==> src/rtl/gate_pkg.sv <==
// Shared gate definitions: mode encoding, bitwise gate function, popcount.
package gate_pkg;

   // Widest operand the helpers handle; callers zero-extend and truncate.
   localparam int unsigned GATE_MAX_W = 64;
   localparam int unsigned MODE_W     = 3;

   typedef enum logic [MODE_W-1:0] {
      MODE_AND  = 3'd0,
      MODE_OR   = 3'd1,
      MODE_XOR  = 3'd2,
      MODE_XNOR = 3'd3,
      MODE_NAND = 3'd4,
      MODE_NOR  = 3'd5,
      MODE_NOT  = 3'd6,
      MODE_BUF  = 3'd7
   } gate_mode_e;

   // Bitwise gate selected by mode; b is ignored for NOT and BUF.
   function automatic logic [GATE_MAX_W-1:0] gate_fn(
      input logic [MODE_W-1:0]     mode,
      input logic [GATE_MAX_W-1:0] a,
      input logic [GATE_MAX_W-1:0] b
   );
      logic [GATE_MAX_W-1:0] y;
      y = '0;
      case (mode)
         MODE_AND:  y = a & b;
         MODE_OR:   y = a | b;
         MODE_XOR:  y = a ^ b;
         MODE_XNOR: y = ~(a ^ b);
         MODE_NAND: y = ~(a & b);
         MODE_NOR:  y = ~(a | b);
         MODE_NOT:  y = ~a;
         default:   y = a;
      endcase
      return y;
   endfunction

   // Number of set bits in v.
   function automatic int unsigned popcount(input logic [GATE_MAX_W-1:0] v);
      int unsigned n;
      n = 0;
      for (int i = 0; i < int'(GATE_MAX_W); i++) begin
         n = n + 32'(v[i]);
      end
      return n;
   endfunction

endpackage

==> src/rtl/gate_pipe_stage.sv <==
// Generic valid/ready register slice: one entry, full throughput, no bubbles.
module gate_pipe_stage #(
   parameter int unsigned DATA_W = 8
) (
   input  logic              clk,
   input  logic              rst,
   input  logic              i_valid,
   output logic              o_ready_c,
   input  logic [DATA_W-1:0] i_data,
   output logic              o_valid,
   input  logic              i_ready,
   output logic [DATA_W-1:0] o_data
);

   logic              r_valid;
   logic [DATA_W-1:0] r_data;

   // Slot can take new data when empty or when it is being drained.
   assign o_ready_c = !r_valid || i_ready;

   // Load on upstream transfer; empty out when drained with nothing new.
   always_ff @(posedge clk) begin
      if (rst) begin
         r_valid <= 1'b0;
         r_data  <= '0;
      end else if (o_ready_c) begin
         r_valid <= i_valid;
         if (i_valid) begin
            r_data <= i_data;
         end
      end
   end

   assign o_valid = r_valid;
   assign o_data  = r_data;

endmodule

==> src/rtl/gate_pipe_unit.sv <==
// Two-stage pipelined bitwise gate with result flags and transfer counter.
module gate_pipe_unit
   import gate_pkg::*;
#(
   parameter int unsigned WIDTH = 8,
   parameter int unsigned CNT_W = 16
) (
   input  logic                       clk,
   input  logic                       rst,
   input  logic                       in_valid,
   output logic                       in_ready,
   input  logic [2:0]                 in_mode,
   input  logic [WIDTH-1:0]           in_a,
   input  logic [WIDTH-1:0]           in_b,
   output logic                       out_valid,
   input  logic                       out_ready,
   output logic [WIDTH-1:0]           out_y,
   output logic [2:0]                 out_mode,
   output logic                       out_eq,
   output logic                       out_zero,
   output logic [$clog2(WIDTH+1)-1:0] out_pop,
   output logic [CNT_W-1:0]           done_cnt
);

   localparam int unsigned POP_W = $clog2(WIDTH + 1);
   // Stage 1 payload: {mode, eq, y}
   localparam int unsigned S1_W  = MODE_W + 1 + WIDTH;
   // Stage 2 payload: {mode, eq, zero, pop, y}
   localparam int unsigned S2_W  = MODE_W + 3 + POP_W + WIDTH - 1;

   logic [WIDTH-1:0]  w_y1;
   logic              w_eq1;
   logic [S1_W-1:0]   w_s1_in;
   logic [S1_W-1:0]   w_s1_out;
   logic              w_s1_valid;
   logic              w_s1_ready;

   logic [WIDTH-1:0]  w_s1_y;
   logic [MODE_W-1:0] w_s1_mode;
   logic              w_s1_eq;
   logic              w_s1_zero;
   logic [POP_W-1:0]  w_s1_pop;

   logic [S2_W-1:0]   w_s2_in;
   logic [S2_W-1:0]   w_s2_out;
   logic              w_s2_valid;
   logic              w_s2_ready;

   logic [CNT_W-1:0]  r_done_cnt;

   // Gate result and equality for the incoming operands.
   always_comb begin
      w_y1  = WIDTH'(gate_fn(in_mode, GATE_MAX_W'(in_a), GATE_MAX_W'(in_b)));
      w_eq1 = (in_a == in_b);
   end

   assign w_s1_in = {in_mode, w_eq1, w_y1};

   gate_pipe_stage #(
      .DATA_W (S1_W)
   ) u_stage1 (
      .clk       (clk),
      .rst       (rst),
      .i_valid   (in_valid),
      .o_ready_c (w_s1_ready),
      .i_data    (w_s1_in),
      .o_valid   (w_s1_valid),
      .i_ready   (w_s2_ready),
      .o_data    (w_s1_out)
   );

   // Unpack stage 1 and derive the reduction flags for stage 2.
   always_comb begin
      w_s1_y    = w_s1_out[WIDTH-1:0];
      w_s1_eq   = w_s1_out[WIDTH];
      w_s1_mode = w_s1_out[S1_W-1 -: MODE_W];
      w_s1_zero = ~|w_s1_y;
      w_s1_pop  = POP_W'(popcount(GATE_MAX_W'(w_s1_y)));
   end

   assign w_s2_in = {w_s1_mode, w_s1_eq, w_s1_zero, w_s1_pop, w_s1_y};

   gate_pipe_stage #(
      .DATA_W (S2_W)
   ) u_stage2 (
      .clk       (clk),
      .rst       (rst),
      .i_valid   (w_s1_valid),
      .o_ready_c (w_s2_ready),
      .i_data    (w_s2_in),
      .o_valid   (w_s2_valid),
      .i_ready   (out_ready),
      .o_data    (w_s2_out)
   );

   // Count completed output handshakes; wraps naturally.
   always_ff @(posedge clk) begin
      if (rst) begin
         r_done_cnt <= '0;
      end else if (w_s2_valid && out_ready) begin
         r_done_cnt <= r_done_cnt + CNT_W'(1);
      end
   end

   // Ready is held low during reset so nothing is taken while clearing.
   assign in_ready  = w_s1_ready && !rst;

   assign out_valid = w_s2_valid;
   assign out_y     = w_s2_out[WIDTH-1:0];
   assign out_pop   = w_s2_out[WIDTH +: POP_W];
   assign out_zero  = w_s2_out[WIDTH + POP_W];
   assign out_eq    = w_s2_out[WIDTH + POP_W + 1];
   assign out_mode  = w_s2_out[S2_W-1 -: MODE_W];
   assign done_cnt  = r_done_cnt;

endmodule
==> config.mk <==
export PLATFORM = sky130hd
export DESIGN_NAME = gate_pipe_unit
export DESIGN_NICKNAME = d
export VERILOG_FILES = /design/src/rtl/gate_pkg.sv /design/src/rtl/gate_pipe_stage.sv /design/src/rtl/gate_pipe_unit.sv
export SDC_FILE = /design/constraint.sdc
export NUM_CORES = 1
export LEC_CHECK = 0
export BUFFER_PORTS_ARGS = -buffer_cell sky130_fd_sc_hd__buf_2
export CAP_MARGIN = 15
export CORE_MARGIN = 1.5
export CORE_UTILIZATION = 50
export DETAILED_ROUTE_END_ITERATION = 6
export GPL_TIMING_DRIVEN = 0
export PLACE_DENSITY_LB_ADDON = 0.05
export SLEW_MARGIN = 30
export SYNTH_ARGS = -nofsm -noshare
export SYNTH_HDL_FRONTEND = slang
export SYNTH_SLANG_ARGS = --single-unit
==> constraint.sdc <==
create_clock -name clk -period 4.95 [get_ports clk]
set_input_delay 0.99 -clock clk [delete_from_list [all_inputs] [get_ports clk]]
set_output_delay 0.99 -clock clk [all_outputs]
set_load 0.02 [all_outputs]
==> results of run 1 <==
## sequential cells by signal, summed over array words and instances, names as in the netlist
name	count
u_stage2.o_valid	1
u_stage1.o_valid	1
u_stage1.o_data	12
u_stage2.o_data	17
done_cnt	16
## cells in the final DEF (no fill, tap or decap), drive strengths merged, types with 5 or more instances in the layout
cell	Yosys	final
clkbuf	15	22
nand3	11	11
nand2b	7	7
xnor2	16	16
ha	21	21
mux2i	5	5
a21oi	31	31
inv	36	36
nor3	12	12
nand3b	7	7
dfxtp	47	47
nor2	18	18
o21ai	16	16
nor2b	9	9
buf	3	59
nand2	45	45
## area by class of cell
cell class,instances,area (um2),share of cell area [%]
clock inverters,1,7.51,0.230
well taps,72,90.1,2.76
repair buffers,56,280,8.59
flip-flops and latches,47,941,28.8
plain buffers,18,76.3,2.34
multi-input cells,247,1640,50.1
inverters,36,135,4.14
clock buffers,7,96.3,2.95
## cell usage after synthesis, types with 2 or more instances
cell type	n	area, um2
o21ai_0	15	75.1
fa_1	4	80.1
a31oi_1	2	12.5
nand2_1	45	169
mux2i_1	5	50.1
nor2_1	18	67.6
or4_1	2	15.0
nand4_1	2	12.5
nor4b_1	2	17.5
and3_1	3	18.8
a221o_1	2	20.0
clkbuf_1	15	56.3
nor4_1	4	25.0
nand2b_1	7	43.8
nor2b_1	9	56.3
xor2_1	2	17.5
ha_1	21	263
dfxtp_1	47	941
nand3b_1	7	52.6
mux2_2	3	33.8
or3_1	2	12.5
o31ai_1	4	30.0
a21oi_1	31	155
nand3_1	10	50.1
a211oi_1	4	30.0
nor3_1	12	60.1
inv_1	36	135
xnor2_1	16	140
## worst min-delay path by stage
stage                        start                  end  slack (ps)  cells past startpoint
2_1_floorplan   u_stage1.o_data[8]  u_stage2.o_data[13]         430                      2
3_3_place_gp   u_stage2.o_data[12]  u_stage2.o_data[12]         440                      2
6_report        u_stage2.o_data[6]   u_stage2.o_data[6]         450                      2
4_1_cts         u_stage2.o_data[6]   u_stage2.o_data[6]         460                      2
3_5_place_dp    u_stage2.o_data[6]   u_stage2.o_data[6]         440                      2
5_1_grt        u_stage1.o_data[10]  u_stage2.o_data[15]         470                      2
## worst register-to-register path, stage by stage, from the launching register on
cell and delay, ps:
dfxtp_1 340, fa_1 540, inv_1 50, fa_1 500, fa_1 420, inv_1 70
ha_1 170, inv_1 60, fa_1 370, xnor2_1 150, nand2_1 70, a21oi_1 130
## power by group
part           internal [uW]  leakage (uW)  switching, uW  total, uW
Clock                    127     0.0000505            126        253
Sequential               392      0.000382           11.5        403
Combinational           66.2      0.000991           94.9        161
Total                    585       0.00142            233        818
## logic make-up after synthesis
logic type	after synthesis
buf+inv	54
mux	8
flops	47
xor+xnor	18
compound gates	67
simple gates	129
fa+ha+maj	25
## through the flow
stage / cells / instance area, um2 / hold WS [ps]
after floorplan: 348 / 2790 / 432
after global placement: 476 / 3160 / 436
after detailed placement: 476 / 3160 / 444
after CTS: 484 / 3260 / 456
after global routing: 484 / 3260 / 473
final: 484 / 3260 / 453
## routing by layer
| metal | up-vias | global-route usage (%) | part of all wire, % |
|---|---|---|---|
| met5 | - | 0 | 0 |
| met4 | 0 | 6.00 | 1.5 |
| met3 | 8 | 3.88 | 4.8 |
| met2 | 55 | 33.6 | 45 |
| met1 | 1112 | 28.8 | 49 |
| li1 | 1302 | - | - |
==> metrics.yaml, run 1 <==
ys_warn_count: 0
synth_compound_area_share_pct: 14.2
r2r_end: "u_stage2.o_data[10]"
ctsResizeCount: 0
overflow: 0
outcome: "completed"
synthFlopType: "dfxtp_1"
r2r_setup_slack_ps: 2030
critical_path_depth: 5
drt_pre_antenna_iters: 4
cp-start-kind: "primary input"
r2r_start: "u_stage1.o_data[0]"
die_w_um: 77.7
root_buffer: "clkbuf_8"
numCtsBuffers: 5
cp_common_cell: "clkbuf_1"
cts_max_level: 2
critPathKind: "in2out"
dp_hpwl_um: 4790
place.gp.congestion: 0.841
cts_buffer_depth: 2
antenna_left: 0
synth_fa_ha_area_share_pct: 12.3
worst_pin_slew_ps: 665
area_growth_pct: 17.0
cts.sinks: 47
async_flop_share_pct: 0
critPathTopFamily: "buffers and inverters"
hold_class: "reg2reg"
pin_count: 58
core_area_um2: 5440
leakage_uw: 0.00142
layout_setup_ws_ps: 1590
drive_gt1_share_pct: 17.2
path_cells: "clkbuf_1, clkbuf_1, clkbuf_1, nor2_1, buf_2"
clock.fmax_mhz: 297
endpoint_kind: "output pin"
synth_nets: 396
finClkSkew_ps: 5.38
seq_area_frac_synth_pct: 33.8
pre_cts_slack_ps: 1570
viasPerCell: 5.12
finalPower_uw: 818
crit_fanout: 10
dieArea_um2: 6030
rsz0062_at_grt: "false"
reg2reg_depth: 11
critPathSlowestCell: "clkbuf_1"
row_count: 27
cts_setup_buffers: 0
fin_crit_ps: 3360
post-route-drc-count: 0
syn_area_um2: 2790
synth_edf_count: 0
syn_inst: 348
drt_wl_total_um: 5990
crit_end: "in_ready"
grt_pass1_wl_um: 10300
synth_simple_gate_area_share_pct: 23.5
insertion_delay_ps: 300
cts.clk_slew.worst_paths_ps: 80
fillers: 521
finalHoldViolations: 0
antenna_found_initial: 0
utilization_pct: 60.0
crit_path_start: "rst"
slew_headroom_pct: 55.1
routedWlPerCell_um: 12.4
ys_types: 46
crit_required_ps: 3960
nets: 459
antenna_cells: 0
cts.hold.buffers_added: 0
vias: 2477
ir_drop_mv: 0.122
setup_viol: 0
initial_utilization_pct: 51.3
finalSetupTns_ps: 0
drt_iter0_markers: 122
grt_pass1_vias: 2316
track_usage_pct: 21.0
fin_crit_sh_pct: 68.0
grt_max_degree: 15
powerDensity_nw_per_um2: 251
muxShareOfSynthArea_pct: 3.01
cts_tree: "built"
die_h_um: 77.7
max_cap_viol_count: 0
synth_top_family_by_area: "simple AND/OR/NAND/NOR gates"
ys_ff_latch: 47
synth_xor_area_share_pct: 5.66
path_buf_inv: 4
syn-mean-instance-area_um2: 8.01
drv_slew: 0
io_buffer_count: 56
critPathArrivalTime_ps: 2370
max_stage_delay_ps: 430
Note: power is estimated with default switching activity, not from simulation.
==> inputs of run 2 (changes only) <==
--- a/config.mk
+++ b/config.mk
@@ -5,6 +5,7 @@
 export SDC_FILE = /design/constraint.sdc
 export NUM_CORES = 1
 export LEC_CHECK = 0
+export ABC_AREA = 1
 export BUFFER_PORTS_ARGS = -buffer_cell sky130_fd_sc_hd__buf_2
 export CAP_MARGIN = 15
 export CORE_MARGIN = 1.5
==> constraint.sdc (replaced) <==
create_clock -name clk -period 3.1 [get_ports clk]
set_input_delay 0.62 -clock clk [delete_from_list [all_inputs] [get_ports clk]]
set_output_delay 0.62 -clock clk [all_outputs]
set_load 0.02 [all_outputs]
==> run 2 against run 1 <==
Net effect: die area increased by 12%; first-iteration DRC count grew 43%; total power grew 66%; sequential cell count unchanged; worst setup slack got worse by 1300 ps; clock power up 58%; core utilization barely moved; count of clock-buffer cells in the layout shrank 1.
==> metrics.yaml, run 2 <==
crit_required_ps: 3340
grt_pass1_wl_um: 12700
ys_types: 33
cts.clk_slew.worst_paths_ps: 90
slew_headroom_pct: 59.0
row_count: 28
syn-mean-instance-area_um2: 6.81
register_area_um2: 941
dieArea_um2: 6730
drt_iter0_markers: 175
ir_drop_mv: 0.226
synthFlopType: "dfxtp_1"
fin_crit_sh_pct: 91.8
viasPerCell: 5.30
cts.hold.buffers_added: 0
synth_edf_count: 0
synth_area_leaders: "dfxtp_1 30%, nand2_1 12%, ha_1 8.4%"
place.gp.congestion: 0.941
worst_pin_slew_ps: 615
cts_buffer_depth: 2
crit_fanout: 3
powerDensity_nw_per_um2: 378
fillers: 590
setup_viol: 0
pin_count: 58
ys_warn_count: 0
clock.fmax_mhz: 351
yosysMostFrequentCell: "nand2_1"
rsz0062_at_grt: "false"
endpoint_kind: "flip-flop"
antenna_cells: 0
critPathArrivalTime_ps: 3090
synth_nets: 507
area_growth_pct: 15.0
muxShareOfSynthArea_pct: 0
ctsResizeCount: 0
die_w_um: 82.1
antenna_found_initial: 0
postPlaceCellArea_um2: 3490
yosys.area.top_type: "dfxtp_1"
outcome: "completed"
grt_max_degree: 16
finalHoldViolations: 0
overflow: 0
drv_slew: 0
hold_class: "reg2reg"
drt_wl_total_um: 7990
largest_reg_flops: 17
placed_cells: 589
synth_top_family_by_area: "simple AND/OR/NAND/NOR gates"
synth_xor_area_share_pct: 0.841
synth_top_area_share_pct: 30.1
synth_simple_gate_area_share_pct: 35.7
fin_cells: 597
drive_gt1_share_pct: 18.4
antenna_left: 0
max_cap_viol_count: 0
critPathKind: "reg2reg"
synth_compound_area_share_pct: 11.8
design_area_um2: 3590
finalPower_uw: 1360
initial_utilization_pct: 52.2
cts.sinks: 47
finalSetupTns_ps: 0
cts_setup_buffers: 0
grt_pass1_vias: 2825
nets: 569
track_usage_pct: 24.8
layout_commonest_cell: "nand2_1"
finClkSkew_ps: 8.66
cp-start-kind: "flip-flop"
dp_hpwl_um: 6010
mostFrequentLayoutCells: "103 x nand2_1, 64 x buf_2, 58 x inv_1"
ys_ff_latch: 47
numCtsBuffers: 5
io_buffer_count: 55
core_area_um2: 5990
die_h_um: 82.1
root_buffer: "clkbuf_8"
syn_area_um2: 3130
cts_tree: "built"
drt_pre_antenna_iters: 4
netlist_top_cells_count: "103 x nand2_1, 58 x inv_1, 54 x nor2_1"
routedWlPerCell_um: 13.4
multiInputGateArea_um2: 1850
leakage_uw: 0.00178
seq_area_frac_synth_pct: 30.1
synth_fa_ha_area_share_pct: 11.0
async_flop_share_pct: 0
syn_inst: 459
fin_crit_ps: 2850
cts_max_level: 2
insertion_delay_ps: 300
vias: 3167
post-route-drc-count: 0
run 2: stage by stage:
stage | worst slack, ps | hold slack [ps] | utilization [%]
after global placement | 293 | 457 | 58.3
after global routing | 81.0 | 507 | 60.0
final | 254 | 476 | 60.0
after detailed placement | 273 | 465 | 58.3
after floorplan | 395 | 442 | -
after CTS | 244 | 479 | 60.0
run 2: layer usage:
metal  routed length, um  vias up  global-route usage [%]
li1                    -     1619                       -
met1                3610     1458                    30.7
met2                3890       82                    44.1
met3                 408        8                    3.89
met4                  85        0                    6.61
met5                   0        -                       0
run 2: cells by family (layout without fill, tap and decap cells):
kind of cell    Yosys count  in the layout
compound gates           69             69
buf+inv                  79            142
xor+xnor                  3              3
fa+ha+maj                25             25
simple gates            236            236
flops                    47             47
run 2: path summary, 6_finish.rpt:
kind	startpoint	endpoint	slack [ps]	cells past startpoint
hold / removal	u_stage1.o_data[7]	u_stage1.o_data[7]	480	2
hold reg to reg	u_stage1.o_data[7]	u_stage1.o_data[7]	480	2
setup reg to reg	u_stage1.o_data[0]	u_stage2.o_data[10]	250	10
setup / recovery	u_stage1.o_data[0]	u_stage2.o_data[10]	250	10
run 2: power by group:
| part | switching, uW | internal [uW] |
|---|---|---|
| registers | 18.7 | 633 |
| logic | 196 | 110 |
| clock network | 216 | 182 |
| total | 431 | 926 |
run 2: area by class of cell:
| class | instances | share of cell area [%] |
|---|---|---|
| Sequential cell | 47 | 26.2 |
| Tap cell | 75 | 2.61 |
| Clock buffer | 6 | 2.30 |
| Inverter | 61 | 6.44 |
| Clock inverter | 2 | 0.453 |
| Multi-Input combinational cell | 333 | 51.5 |
| Buffer | 18 | 2.82 |
| Timing Repair Buffer | 55 | 7.66 |
run 2: critical path, stage by stage (launching register included):
cell     delay [ps]
dfxtp_1         350
fa_1            530
inv_1            50
fa_1            490
fa_1            400
inv_1            60
ha_1            180
inv_1            60
fa_1            380
xor2_1          150
a21oi_1         130
